<file path="config.mk">
export PLATFORM = sky130hd
export DESIGN_NAME = branch_hazard_ctrl
export DESIGN_NICKNAME = d
export VERILOG_FILES = /design/src/rtl/branch_hazard_ctrl_pkg.sv /design/src/rtl/branch_hazard_ctrl_br_fwd_sel.sv /design/src/rtl/branch_hazard_ctrl.sv
export SDC_FILE = /design/constraint.sdc
export NUM_CORES = 1
export LEC_CHECK = 0
export BUFFER_PORTS_ARGS = -buffer_cell sky130_fd_sc_hd__buf_2
export CELL_PAD_IN_SITES_DETAIL_PLACEMENT = 0
export CELL_PAD_IN_SITES_GLOBAL_PLACEMENT = 1
export CORE_UTILIZATION = 25
export CTS_CLUSTER_DIAMETER = 200
export DETAILED_ROUTE_END_ITERATION = 16
export PLACE_DENSITY = 0.64
export SYNTH_ARGS = -nofsm -noshare
export SYNTH_HDL_FRONTEND = slang
export SYNTH_SLANG_ARGS = --single-unit
export TNS_END_PERCENT = 10
</file>
<file path="constraint.sdc">
create_clock -name clk -period 3.1 [get_ports clk]
set_input_delay 0.155 -clock clk [delete_from_list [all_inputs] [get_ports clk]]
set_output_delay 0.155 -clock clk [all_outputs]
set_load 0.05 [all_outputs]
</file>
<file path="src/rtl/branch_hazard_ctrl_pkg.sv">
// branch_hazard_ctrl_pkg
//   Shared encodings for the decode-stage branch hazard controller:
//   comparator opcodes, forwarding selects, writer classes, the layout of
//   one pipeline writer slot, and the slot-match helper.
package branch_hazard_ctrl_pkg;

  // Comparator opcodes
  localparam logic [1:0] CMP_BEQ = 2'd0;
  localparam logic [1:0] CMP_BNE = 2'd1;

  // Forwarding selects for the comparator operand muxes
  localparam logic [1:0] FWD_RF = 2'd0;
  localparam logic [1:0] FWD_M  = 2'd1;
  localparam logic [1:0] FWD_W  = 2'd2;

  // Writer class: when the producer's result becomes available
  localparam logic [1:0] WC_NONE = 2'd0;
  localparam logic [1:0] WC_ALU  = 2'd1;  // end of E
  localparam logic [1:0] WC_LOAD = 2'd2;  // end of M

  // Slot field widths
  localparam int unsigned REG_W   = 5;
  localparam int unsigned CLASS_W = 2;

  typedef struct packed {
    logic               valid;
    logic [REG_W-1:0]   addr;
    logic [CLASS_W-1:0] cls;
  } slot_t;

  // A slot produces register r only if it is a real writer of a non-zero register.
  function automatic logic slot_match(input slot_t s, input logic [REG_W-1:0] r);
    return s.valid && (s.addr != 5'd0) && (s.addr == r);
  endfunction

endpackage

</file>
<file path="src/rtl/branch_hazard_ctrl_br_fwd_sel.sv">
// br_fwd_sel
//   Per-operand hazard / forwarding decision for one branch source register.
//   Ports:
//     r_i        in  5 : source register number
//     e_slot_i   in    : writer slot currently in E
//     m_slot_i   in    : writer slot currently in M
//     w_slot_i   in    : writer slot currently in W
//     hazard_o   out 1 : operand not yet available, branch must wait
//     sel_o      out 2 : forwarding select (FWD_RF / FWD_M / FWD_W)
module br_fwd_sel
  import branch_hazard_ctrl_pkg::*;
(
  input  logic [4:0] r_i,
  input  slot_t      e_slot_i,
  input  slot_t      m_slot_i,
  input  slot_t      w_slot_i,
  output logic       hazard_o,
  output logic [1:0] sel_o
);

  // Priority chain from youngest (E) to oldest (W); first match decides.
  always_comb begin
    hazard_o = 1'b0;
    sel_o    = FWD_RF;
    if (r_i == 5'd0) begin
      // $0 is hard-wired, never depends on a producer
      hazard_o = 1'b0;
      sel_o    = FWD_RF;
    end else if (slot_match(e_slot_i, r_i) &&
                 ((e_slot_i.cls == WC_ALU) || (e_slot_i.cls == WC_LOAD))) begin
      // Result not produced until end of E at the earliest
      hazard_o = 1'b1;
    end else if (slot_match(m_slot_i, r_i) && (m_slot_i.cls == WC_LOAD)) begin
      // Load data only exists at end of M
      hazard_o = 1'b1;
    end else if (slot_match(m_slot_i, r_i) && (m_slot_i.cls == WC_ALU)) begin
      sel_o = FWD_M;
    end else if (slot_match(w_slot_i, r_i)) begin
      sel_o = FWD_W;
    end else begin
      sel_o = FWD_RF;
    end
  end

endmodule

</file>
<file path="src/rtl/branch_hazard_ctrl.sv">
// branch_hazard_ctrl
//   Decode-stage controller for the branch comparator. Tracks register
//   writers in E/M/W, stalls a branch in D until its operands can be
//   forwarded, drives the comparator forwarding selects and opcode, and
//   produces a one-cycle resolve/taken pulse.
//   Ports:
//     clk, reset                 : clock, synchronous active-high reset
//     d_valid, d_is_branch       : D instruction qualifiers
//     d_cmp_op                   : compare opcode (CMP_BEQ / CMP_BNE)
//     d_rs, d_rt                 : branch source registers
//     d_wr_en, d_wr_addr,
//     d_wr_class                 : D instruction's register write
//     cmp_out                    : comparator result this cycle
//     stall                      : freeze PC and F/D, bubble into E
//     fwd_rs_sel, fwd_rt_sel     : comparator operand forwarding selects
//     cmp_op_out                 : comparator opcode
//     br_resolve, br_taken       : branch resolves / redirects this cycle
//     stall_cnt                  : saturating count of branch stall cycles
module branch_hazard_ctrl
  import branch_hazard_ctrl_pkg::*;
#(
  parameter int unsigned CNT_W = 16
) (
  input  logic             clk,
  input  logic             reset,
  input  logic             d_valid,
  input  logic             d_is_branch,
  input  logic [1:0]       d_cmp_op,
  input  logic [4:0]       d_rs,
  input  logic [4:0]       d_rt,
  input  logic             d_wr_en,
  input  logic [4:0]       d_wr_addr,
  input  logic [1:0]       d_wr_class,
  input  logic             cmp_out,
  output logic             stall,
  output logic [1:0]       fwd_rs_sel,
  output logic [1:0]       fwd_rt_sel,
  output logic [1:0]       cmp_op_out,
  output logic             br_resolve,
  output logic             br_taken,
  output logic [CNT_W-1:0] stall_cnt
);

  slot_t            e_q, m_q, w_q;
  slot_t            e_d;
  logic [CNT_W-1:0] cnt_q, cnt_d;
  logic             hazard_rs_s, hazard_rt_s;
  logic             op_known_s;

  br_fwd_sel u_fwd_rs (
    .r_i      (d_rs),
    .e_slot_i (e_q),
    .m_slot_i (m_q),
    .w_slot_i (w_q),
    .hazard_o (hazard_rs_s),
    .sel_o    (fwd_rs_sel)
  );

  br_fwd_sel u_fwd_rt (
    .r_i      (d_rt),
    .e_slot_i (e_q),
    .m_slot_i (m_q),
    .w_slot_i (w_q),
    .hazard_o (hazard_rt_s),
    .sel_o    (fwd_rt_sel)
  );

  // Stall / resolve / redirect decisions, combinational from D and the slots.
  always_comb begin
    op_known_s = (d_cmp_op == CMP_BEQ) || (d_cmp_op == CMP_BNE);
    stall      = d_valid && d_is_branch && (hazard_rs_s || hazard_rt_s);
    br_resolve = d_valid && d_is_branch && !stall;
    // Unknown opcodes resolve but never redirect
    br_taken   = br_resolve && cmp_out && op_known_s;
    cmp_op_out = d_cmp_op;
    stall_cnt  = cnt_q;
  end

  // Next E slot: D writer enters only when it actually advances, else a bubble.
  always_comb begin
    e_d = '0;
    if (!stall && d_valid && d_wr_en && (d_wr_addr != 5'd0)) begin
      e_d.valid = 1'b1;
      e_d.addr  = d_wr_addr;
      e_d.cls   = d_wr_class;
    end else begin
      e_d = '0;
    end
  end

  // Saturating stall counter next state.
  always_comb begin
    cnt_d = cnt_q;
    if (stall && (cnt_q != {CNT_W{1'b1}})) begin
      cnt_d = cnt_q + {{(CNT_W-1){1'b0}}, 1'b1};
    end else begin
      cnt_d = cnt_q;
    end
  end

  // Slot pipeline and counter registers.
  always_ff @(posedge clk) begin
    if (reset) begin
      e_q   <= '0;
      m_q   <= '0;
      w_q   <= '0;
      cnt_q <= '0;
    end else begin
      e_q   <= e_d;
      m_q   <= e_q;
      w_q   <= m_q;
      cnt_q <= cnt_d;
    end
  end

endmodule

</file>
==> results of run 1 <==
## synthesized netlist by cell type (all sizes together)
library cell  number
o311ai             1
and2               6
nor2b             17
o2111ai            2
dfxtp             38
nor3               4
a21o               2
o41ai              1
nand2b             2
xnor2             13
nand3             11
mux2i              1
nor4b              2
or4                9
and3               4
o21bai             1
o21a               1
a31oi              1
or2                1
or3                4
nor3b              1
nand4              4
ha                 1
clkbuf             4
o21ai              8
o31ai              3
xor2              20
o211a              1
o22ai              2
nor2              16
a21oi             11
nand2              8
a2111oi            1
nor4               6
buf                3
inv                5
nand3b             1
o211ai             1
mux2               4
a211oi             1
## stage by stage
stage	std cells	setup WS (ns)
3_5_place_dp	364	0.755
2_1_floorplan	222	0.213
6_report	372	0.610
4_1_cts	372	0.578
5_1_grt	372	0.464
3_3_place_gp	364	0.810
## worst reg2reg max path: stages (launching register included)
cell	delay, ns
dfxtp_1	0.36
xor2_1	0.18
nor3_1	0.19
nand3_1	0.17
a21oi_1	0.38
o21bai_2	0.26
nor4_1	0.34
mux2_1	0.34
## registers in the layout, summed over array words and instances, names as in the netlist
name       count
m_q            8
w_q            6
e_q            8
stall_cnt     16
## layer usage
layer  share of wire  track usage  wire, um  vias to the layer above
met5               0            0         0                        -
met4          0.0088       0.0273        45                        0
met3           0.043       0.0299       223                        5
met2            0.45        0.200      2310                       42
met1            0.50        0.175      2570                      798
li1                -            -         -                      891
## final timing paths
path,startpoint,end,slack (ns),cells after the start
min reg2reg,e_q[1]$_SDFF_PP0_,m_q[1]$_SDFF_PP0_,0.48,1
max reg2reg,e_q[3]$_SDFF_PP0_,stall_cnt[15]$_SDFFE_PP0P_,0.78,7
min,d_wr_class[0],e_q[0]$_SDFF_PP0_,0.06,2
max,m_q[2]$_SDFF_PP0_,br_taken,0.61,6
## cell families (layout without fill, tap and decap cells)
kind of cell | count (synthesis) | in the layout
buffers and inverters | 12 | 60
flip-flops | 38 | 38
multiplexers | 5 | 5
AND/OR/NAND/NOR | 96 | 96
XOR/XNOR | 33 | 33
AO/OA/AOI/OAI | 37 | 37
adder cells (fa/ha/maj) | 1 | 1
## layout make-up
class | instances | share of cell area
timing repair buffer | 47 | 0.0946
multi-input combinational | 172 | 0.483
clock buffer | 6 | 0.0332
clock inverter | 2 | 0.0241
inverter | 5 | 0.00755
sequential | 38 | 0.306
tap | 102 | 0.0513
## power groups by stage
stage / Sequential [uW] / Combinational, uW / Clock [uW]
2_1_floorplan: 509 / 54.5 / 0
3_3_place_gp: 510 / 85.3 / 0
3_5_place_dp: 511 / 85.3 / 0
4_1_cts: 499 / 85.7 / 529
5_1_grt: 500 / 91.7 / 555
6_report: 499 / 84.6 / 524
==> results.md, run 1 <==
* Run status: finished clean
* I/O Buffers at 47
* Clock network fraction of total power at 0.473
* Crit path largest cell delay at 0.56 ns
* Mapped Cells at 222
* Slowest stage cell, crit path: or4_1
* CP top delay family: simple AND/OR/NAND/NOR gates
* Setup violations, final at 0
* Gr ovfl total at 0
* Die height at 91.8 um
* Fin area at 0.00249 mm^2
* Yosys warns at 0
* Most common cell after layout, fill and taps aside: buf_2
* Least-Margin Pin Slew at 0.642 ns
* Yosys reg bits at 38
* Die width at 91.8 um
* Final Max Slew Viols at 0
* Peak supply drop at 200 uV
* Number of global-route vias before repair at ~1600
* Wire length per cell at 13.8 um
* Fmax at 402 MHz
* Post-DP HPWL at roughly 4 mm
* Net Switching at between 200 and 250 uW
* Clock slew at reported path FFs at ~0.080 ns
* Via density at 4.67
* Hold buffers post-CTS at 0
* Root buffer cell: clkbuf_8
* Hold Vio Cnt, Final at 0
* Seq pwr share at 0.451
* P&R area growth vs syn at 23.3%
* Largest net degree at the start of global routing at 36
* Mean Syn Cell Area at 9.09 um^2
* Synth unique cells at 47
* Post-Synth XOR/XNOR Area at 0.143
* Footprint of the multi-input gates at 0.00120 mm^2
* Starting density of the core at 0.260
* Sequential cell area at 761 um^2
* I/O pins at 50
* Clock Tree Buf Depth at 2
* Worst setup EP type: output pin
* P_int at 872 uW
* First-pass GRT wire length at 8.39 mm
* Net Sw Frac at 0.213
* Initial DRC count at between 60 and 70
* Antenna violations before repair at 0
* Yosys top cell by area: dfxtp_1
* Min cycle time layout at ~2.5 ns
* Core Footprint at 0.00777 mm^2
* Clk Latency, worst-skew pair at 0.30 ns
* Area after DPL at ~0.0023 mm^2
* Total number of vias at 1736
* Multiplexer area fraction after synthesis at 0.0273
* Most frequent cells in the layout: buf_2, dfxtp_1, xor2_1
* TritonCTS clock tree: built
* TritonRoute pass-1 iters at 4
* Total CTS buffers at 5
* Pwr dens at between 400 and 500 mW/mm^2
* Clk sinks at 38
* Die footprint at around 0.0084 mm^2
* Residual DRC at 0
* H-tree levels at 2
* Row cnt at 32
* Fill count at 844
* Synth top area cells: dfxtp_1, xor2_1, xnor2_1, nor2b_1, or4_1
* Register area share after synthesis at 0.377
* Post-Synth Adder-Cell Area at 0.00620
* Critical path type: reg2out
* Slew headroom at 0.572
* Fin Clk Skew at 0.0105 ns
* Synth Area in Compound Gates at 0.135
* Crit share post-route at 0.803
* Final Wtd Congestion at ~0.78
* Worst hold path type: in2reg
* Final total power at 1110 uW
* Post-synthesis simple-gate area fraction at 0.281
* Routed WL at 5.14 mm
* Largest family of logic cells by synthesized area: simple AND/OR/NAND/NOR gates
* P_leak at 0.000992 uW
* PostCTS Resize Cnt at 0
* Hold WS at 0.0615 ns
* Setup bufs post-CTS at 0
* Share of cells above drive strength 1 at 0.256
* Nets at 295
* Comb power frac at 0.076
* # Max-Cap Violations at 0
* Post-route core utilization at 0.320
* RSZ-0062 raised after global routing: no
* Worst-path fanout max at 5
* CP Cell Sequence: or4_1 > o21ai_2 > a211oi_4 > or2_1 > nor4b_2 > buf_2
* Routed Antenna Nets at 0
* Post-route setup TNS at 0 ns
* Gr usage total at 0.127
* Number of buffers and inverters on the critical path at 1
* N_diodes at 0
* Synthesized area at 0.00202 mm^2
* WP data arrival at 2.33 ns
* Worst EP required at approximately 2.9 ns
* Mapped Nets at between 200 and 250
* Area share of the largest cell type after synthesis at 0.377
* Worst setup SP type: flip-flop
Note: power is estimated with default switching activity, not from simulation.
==> run 2, diff against run 1 <==
==> constraint.sdc (replaced) <==
create_clock -name clk -period 2.3 [get_ports clk]
set_input_delay 0.115 -clock clk [delete_from_list [all_inputs] [get_ports clk]]
set_output_delay 0.115 -clock clk [all_outputs]
set_load 0.05 [all_outputs]
==> results.md, run 2 (synthesis results as in run 1) <==
* Run status: finished clean
* Fill count at 835 (-1.1%)
* Post-DP HPWL at 4.00 mm (+0.49%)
* Hold Vio Cnt, Final at 0 (unchanged)
* Comb power frac at 0.085 (+0.009)
* Final total power at 1490 uW (+35%)
* Hold WS at 0.0180 ns (-0.0434 ns)
* I/O Buffers at 47 (unchanged)
* Pwr dens at 547 mW/mm^2 (+23%)
* Hold buffers post-CTS at 0 (unchanged)
* Least-Margin Pin Slew at 0.503 ns (-0.139 ns)
* Die width at 91.8 um (unchanged)
* Number of global-route vias before repair at 1763 (+8.1%)
* Routed WL at 5.42 mm (+5.4%)
* CP top delay family: simple AND/OR/NAND/NOR gates
* Slew headroom at 0.656 (+0.0839)
* Dpl ws at 0.0707 ns (-0.685 ns)
* Number of buffers and inverters on the critical path at 1 (unchanged)
* TritonRoute pass-1 iters at 4 (unchanged)
* Worst hold path type: in2reg
* Final Max Slew Viols at 0 (unchanged)
* R2R Setup Slk at 0.10 ns (-0.68 ns)
* Total number of vias at 1815 (+4.6%)
* Post-route setup TNS at 0 ns (unchanged)
* Gr ovfl total at 0 (unchanged)
* Clock network fraction of total power at 0.464 (-0.009)
* Routed Antenna Nets at 0 (unchanged)
* N_diodes at 0 (unchanged)
* Root buffer cell: clkbuf_8
* Clk Latency, worst-skew pair at 0.30 ns (about the same)
* P_leak at 0.00108 uW (+8.8%)
* Share of cells above drive strength 1 at 0.343 (+0.0872)
* Area after DPL at 0.00242 mm^2 (+3.1%)
* Largest net degree at the start of global routing at 35 (-2.8%)
* WP data arrival at 2.17 ns (-0.16 ns)
* Fin Clk Skew at 0.00577 ns (-0.00469 ns)
* Residual DRC at 0 (unchanged)
* Slowest stage cell, crit path: or4_4
* P_int at 1150 uW (+32%)
* Wire length per cell at 14.1 um (+1.9%)
* Seq pwr share at 0.451 (about the same)
* # Max-Cap Violations at 0 (unchanged)
* Crit share post-route at 0.993
* Largest register FFs at 16 (unchanged)
* Total CTS buffers at 5 (unchanged)
* Fmax at between 400 and 500 MHz
* TritonCTS clock tree: built
* P&R area growth vs syn at 35.1%
* Critical path type: reg2out
* I/O pins at 50 (unchanged)
* Final Wtd Congestion at 0.770 (-1.7%)
* Peak supply drop at 229 uV (+14%)
* Via density at 4.71 (+1.0%)
* Min cycle time layout at 2.28 ns
* Clk sinks at 38 (unchanged)
* H-tree levels at 2 (unchanged)
* Starting density of the core at 0.260 (unchanged)
* Die height at 91.8 um (unchanged)
* Worst EP required at 2.18 ns (-0.76 ns)
* RSZ-0062 raised after global routing: yes
* Worst-path fanout max at 4 (-1)
* Worst setup EP type: output pin
* Antenna violations before repair at 0 (unchanged)
* Nets at 308 (+4.4%)
* Most common cell after layout, fill and taps aside: buf_2
* Initial DRC count at 65 (+1.6%)
* Fin area at 0.00273 mm^2 (+9.6%)
* Final worst-path setup slack at 0.0163 ns (-0.594 ns)
* Row cnt at 32 (unchanged)
* Most frequent cells in the layout: buf_2, dfxtp_1, xor2_1
* Die footprint at 0.00843 mm^2 (unchanged)
* Net Sw Frac at 0.227 (+0.0141)
* Core Footprint at 0.00777 mm^2 (unchanged)
* Gr usage total at 0.135 (+0.00859)
* First-pass GRT wire length at 8.92 mm (+6.3%)
* Crit path largest cell delay at 0.55 ns (about the same)
* CP Cell Sequence: or4_4 > o21ai_4 > a211oi_4 > or2_4 > nor4b_4 > buf_6
* Setup violations, final at 0 (unchanged)
* Net Switching at 339 uW (+44%)
* Clock slew at reported path FFs at 0.08 ns (about the same)
* Worst setup SP type: flip-flop
* Clock Tree Buf Depth at 2 (unchanged)
-- run 2: changes by cell type in the layout (fill, tap and decap cells not counted), moves of 4 or more --
cell and change:
dfxtp_1 -6, buf_2 -6, buf_4 +13, buf_6 +4, dfxtp_2 +4
-- run 2: timing repair --
action                                  in CTS  in global routing
pin swaps                                    4                  9
buffers inserted                             2                  2
endpoints found under the setup margin       5                 11
gates resized for setup                     13                 19
-- run 2: worst reg2reg max path: cells and delay by family (launching register included) --
| family | cells | cell delay, ns |
|---|---|---|
| xor gates and xnor gates | 1 | 0.17 |
| muxes | 1 | 0.34 |
| and+or+nand+nor | 3 | 0.63 |
| AOI/OAI and AO/OA | 2 | 0.46 |
| buffers and inverters | 1 | 0.14 |
| DFF | 1 | 0.35 |
-- run 2: final timing paths --
kind / startpoint / cells after the start / endpoint
hold reg to reg: e_q[1]$_SDFF_PP0_ / 1 / m_q[1]$_SDFF_PP0_
setup / recovery: m_q[2]$_SDFF_PP0_ / 6 / br_taken
hold / removal: d_wr_class[0] / 2 / e_q[0]$_SDFF_PP0_
setup reg to reg: m_q[6]$_SDFF_PP0_ / 8 / stall_cnt[12]$_SDFFE_PP0P_
-- run 2: per-stage QoR --
stage | utilization | cells
final | 0.351 | 385
after global routing | 0.351 | 385
after CTS | 0.339 | 383
after detailed placement | 0.311 | 373
after global placement | 0.311 | 373
after floorplan | - | 222
-- run 2: layout make-up --
| type | count | area (um^2) | area share |
|---|---|---|---|
| timing repair buffer | 60 | 375 | 0.138 |
| multi-input combinational | 172 | 1290 | 0.474 |
| tap | 102 | 128 | 0.0468 |
| clock inverter | 3 | 68.8 | 0.0253 |
| inverter | 5 | 18.8 | 0.00689 |
| sequential | 38 | 773 | 0.284 |
| clock buffer | 5 | 68.8 | 0.0253 |
-- run 2: routing by layer --
metal  global-route usage  share of wire  up-vias
met5                    0              0        -
met4               0.0430         0.0085        0
met3               0.0274          0.033        5
met2                0.215           0.46       39
met1                0.183           0.50      866
li1                     -              -      905
-- run 2: power groups by stage --
stage	sequential, uW	combinational, uW	clock, uW
final	672	127	693
after global routing	673	138	742
after floorplan	686	73.6	0
after detailed placement	689	118	0
after global placement	688	117	0
after CTS	674	122	713
==> run 3, diff against run 2 <==
--- a/config.mk
+++ b/config.mk
@@ -5,13 +5,15 @@
 export SDC_FILE = /design/constraint.sdc
 export NUM_CORES = 1
 export LEC_CHECK = 0
+export ABC_AREA = 1
 export BUFFER_PORTS_ARGS = -buffer_cell sky130_fd_sc_hd__buf_2
 export CELL_PAD_IN_SITES_DETAIL_PLACEMENT = 0
 export CELL_PAD_IN_SITES_GLOBAL_PLACEMENT = 1
 export CORE_UTILIZATION = 25
 export CTS_CLUSTER_DIAMETER = 200
 export DETAILED_ROUTE_END_ITERATION = 16
-export PLACE_DENSITY = 0.64
+export PLACE_DENSITY = 0.66
+export SKIP_LAST_GASP = 1
 export SYNTH_ARGS = -nofsm -noshare
 export SYNTH_HDL_FRONTEND = slang
 export SYNTH_SLANG_ARGS = --single-unit
==> results.md, run 3 <==
* Run status: finished, violations left
* Failing checks: design-rule violations
* Share of cells above drive strength 1 at 0.226 (-0.117)
* Max Used Layer: met4
* Largest register FFs at 16 (unchanged)
* Largest net degree at the start of global routing at 29 (-17%)
* Final Max Slew Viols at 0 (unchanged)
* P_leak at 0.00120 uW (+11%)
* Yosys warns at 0 (unchanged)
* Least-Margin Pin Slew at 0.631 ns (+0.128 ns)
* Post-route setup TNS at 0 ns (unchanged)
* Gr ovfl total at 0 (unchanged)
* Crit path largest cell delay at 0.34 ns (-0.21 ns)
* Post-route core utilization at 0.304 (-0.0471)
* Slowest stage cell, crit path: dfxtp_1
* Worst setup EP type: output pin
* Most common cell in the netlist: nand2_1
* Wire length per cell at 12.1 um (-14%)
* Final total power at 1250 uW (-16%)
* Most common cell after layout, fill and taps aside: nand2_1
* Slew headroom at 0.577 (-0.0790)
* Starting density of the core at 0.258 (-0.00159)
* Yosys top cell by area: dfxtp_1
* Synth top area cells: dfxtp_1, nand2_1, nand4_1, inv_1, nor2_1
* Worst EP required at 2.18 ns (about the same)
* Residual DRC at 1 (+1)
* Min cycle time layout at 2.05 ns (-0.232 ns)
* Net Switching at 332 uW (-2.0%)
* Clk sinks at 38 (unchanged)
* Hold buffers post-CTS at 0 (unchanged)
* Critical path type: reg2out
* Total CTS buffers at 5 (unchanged)
* Hold Vio Cnt, Final at 0 (unchanged)
* Final Wtd Congestion at 0.764 (-0.78%)
* Most used cell, CP: nand2_1
* Register area share after synthesis at 0.340 (-0.0375)
* Area share of the largest cell type after synthesis at 0.340 (-0.0375)
* Clock Tree Buf Depth at 2 (unchanged)
* CP Cell Sequence: inv_1 > nand2_1 > o21ai_1 > inv_1 > nand3_1 > nand2_1 > inv_2 > nand2_8 > nor2_2 > nand2_1 > nor2_1 > buf_2
* Mean Syn Cell Area at 6.87 um^2 (-24%)
* TritonCTS clock tree: built
* I/O Buffers at 47 (unchanged)
* Die height at 96.7 um (+5.3%)
* Total number of vias at 2102 (+16%)
* Worst hold path type: in2reg
* Post-synthesis simple-gate area fraction at 0.389 (+0.108)
* Comb power frac at 0.103 (+0.018)
* Met2 WL at 2.60 mm (+5.0%)
* Clock slew at reported path FFs at 0.08 ns (about the same)
* Setup bufs post-CTS at 0 (-2)
* Via density at 4.38 (-7.1%)
* Gr usage total at 0.129 (-0.00582)
* Top FF cell, synth: dfxtp_1
* First-pass GRT wire length at 9.81 mm (+10%)
* Clock network fraction of total power at 0.359 (-0.105)
* WL met1 at 2.99 mm (+10%)
* Clk Latency, worst-skew pair at 0.30 ns (about the same)
* Initial DRC count at 99 (+52%)
* Post-synth EDFFs at 0 (unchanged)
* Peak supply drop at 175 uV (-24%)
* I/O pins at 50 (unchanged)
* Mapped Cells at 326 (+47%)
* RSZ-0062 raised after global routing: no
* Routed WL at 5.81 mm (+7.2%)
* Yosys reg bits at 38 (unchanged)
* Post-Synth XOR/XNOR Area at 0.106 (-0.0377)
* Seq pwr share at 0.538 (+0.087)
* Setup violations, final at 0 (unchanged)
* Row cnt at 34 (+6.3%)
* Async S/R FF share, synth at 0 (unchanged)
* PostCTS Resize Cnt at 0 (-13)
* N_diodes at 0 (unchanged)
* P_int at 914 uW (-21%)
* Nets at 398 (+29%)
* Net Sw Frac at 0.266 (+0.0392)
* Worst-path fanout max at 19 (+15)
* P&R area growth vs syn at 17.7%
* Antenna violations before repair at 0 (unchanged)
* Hold WS at 0.0488 ns (+0.0308 ns)
* Worst setup SP type: flip-flop
* Multiplexer area fraction after synthesis at 0 (-0.0273)
* Fmax at 487 MHz (+11%)
* Crit share post-route at 0.892 (-0.101)
* # Max-Cap Violations at 0 (unchanged)
* DR WL met3 at 177 um (-1.7%)
* Mapped Nets at 352 (+42%)
* Number of global-route vias before repair at 2001 (+13%)
* Die width at 96.7 um (+5.3%)
* Post-Synth Adder-Cell Area at 0.00559 (-0.000617)
* Root buffer cell: clkbuf_8
* H-tree levels at 2 (unchanged)
* WP data arrival at 1.94 ns (-0.23 ns)
* Commonest cells post-synth: nand2_1, dfxtp_1, inv_1, nor2_1, nand4_1
* TritonRoute pass-1 iters at 10 (+6)
* Die footprint at 0.00934 mm^2 (+11%)
* Pwr dens at 473 mW/mm^2 (-14%)
* Largest family of logic cells by synthesized area: simple AND/OR/NAND/NOR gates
* Most frequent cells in the layout: nand2_1, buf_2, dfxtp_1
* Fin Clk Skew at 0.0140 ns (+0.00823 ns)
* Post-DP HPWL at 4.48 mm (+12%)
* Synth Area in Compound Gates at 0.0492 (-0.0861)
* Routed Antenna Nets at 0 (unchanged)
* Synth unique cells at 32 (-32%)
* Synthesized area at 0.00224 mm^2 (+11%)
* Core Footprint at 0.00868 mm^2 (+12%)
run 3: cell types whose count changed after synthesis, sizes merged, moves of 5 or more:
| cell | previous run | this run |
|---|---|---|
| nor2b | 17 | 0 |
| and2 | 6 | 0 |
| nor4 | 6 | 0 |
| nor2 | 16 | 48 |
| nand4 | 4 | 25 |
| nor3 | 4 | 9 |
| nand2 | 8 | 79 |
| or4 | 9 | 1 |
| xor2 | 20 | 15 |
| inv | 5 | 48 |
| nand3 | 11 | 17 |
run 3: critical path: cells and delay by family, from the launching register on:
kind                   cells  cell delay [ns]
AOI/OAI and AO/OA          1             0.13
and+or+nand+nor            7             0.60
buffers and inverters      4             0.56
DFF                        1             0.34
run 3: cell type report:
class	instances	area [um^2]
clock buffer	5	68.8
clock inverter	2	10.0
fill	1001	6040
inverter	49	186
multi-input combinational	230	1230
sequential	38	761
tap	108	135
timing repair buffer	48	243
run 3: path summary, 6_finish.rpt:
| check | startpoint | endpoint | slack [ns] | cells after the start |
|---|---|---|---|---|
| worst max-delay path | m_q[2]$_SDFF_PP0_ | br_taken | 0.25 | 12 |
| worst min-delay path | d_wr_class[1] | e_q[1]$_SDFF_PP0_ | 0.05 | 3 |
| worst max register to register | stall_cnt[0]$_SDFFE_PP0P_ | stall_cnt[5]$_SDFFE_PP0P_ | 0.41 | 8 |
| worst min register to register | e_q[1]$_SDFF_PP0_ | m_q[1]$_SDFF_PP0_ | 0.43 | 2 |
run 3: cells by family after synthesis:
logic type	Yosys count
and+or+nand+nor	181
DFF	38
AOI/OAI and AO/OA	21
buffers and inverters	58
xor gates and xnor gates	27
adders and majority gates	1
run 3: per-stage QoR:
step	setup WS, ns	cells	area, um^2
after detailed placement	0.415	473	2560
after floorplan	0.0105	326	2240
after CTS	0.231	480	2640
after global placement	0.499	473	2560
final	0.248	480	2640
after global routing	0.0392	480	2640
run 3: routing by layer:
metal  track usage  up-vias
met5             0        -
met4        0.0413        0
met3        0.0260        4
met2         0.204       35
met1         0.177      939
li1              -     1124
run 3: power by group through the flow:
stage	clock (uW)	sequential [uW]	combinational [uW]
final	447	671	128
after global routing	496	672	144
after CTS	463	671	129
after detailed placement	0	686	129
after global placement	0	686	129
after floorplan	0	685	84.2
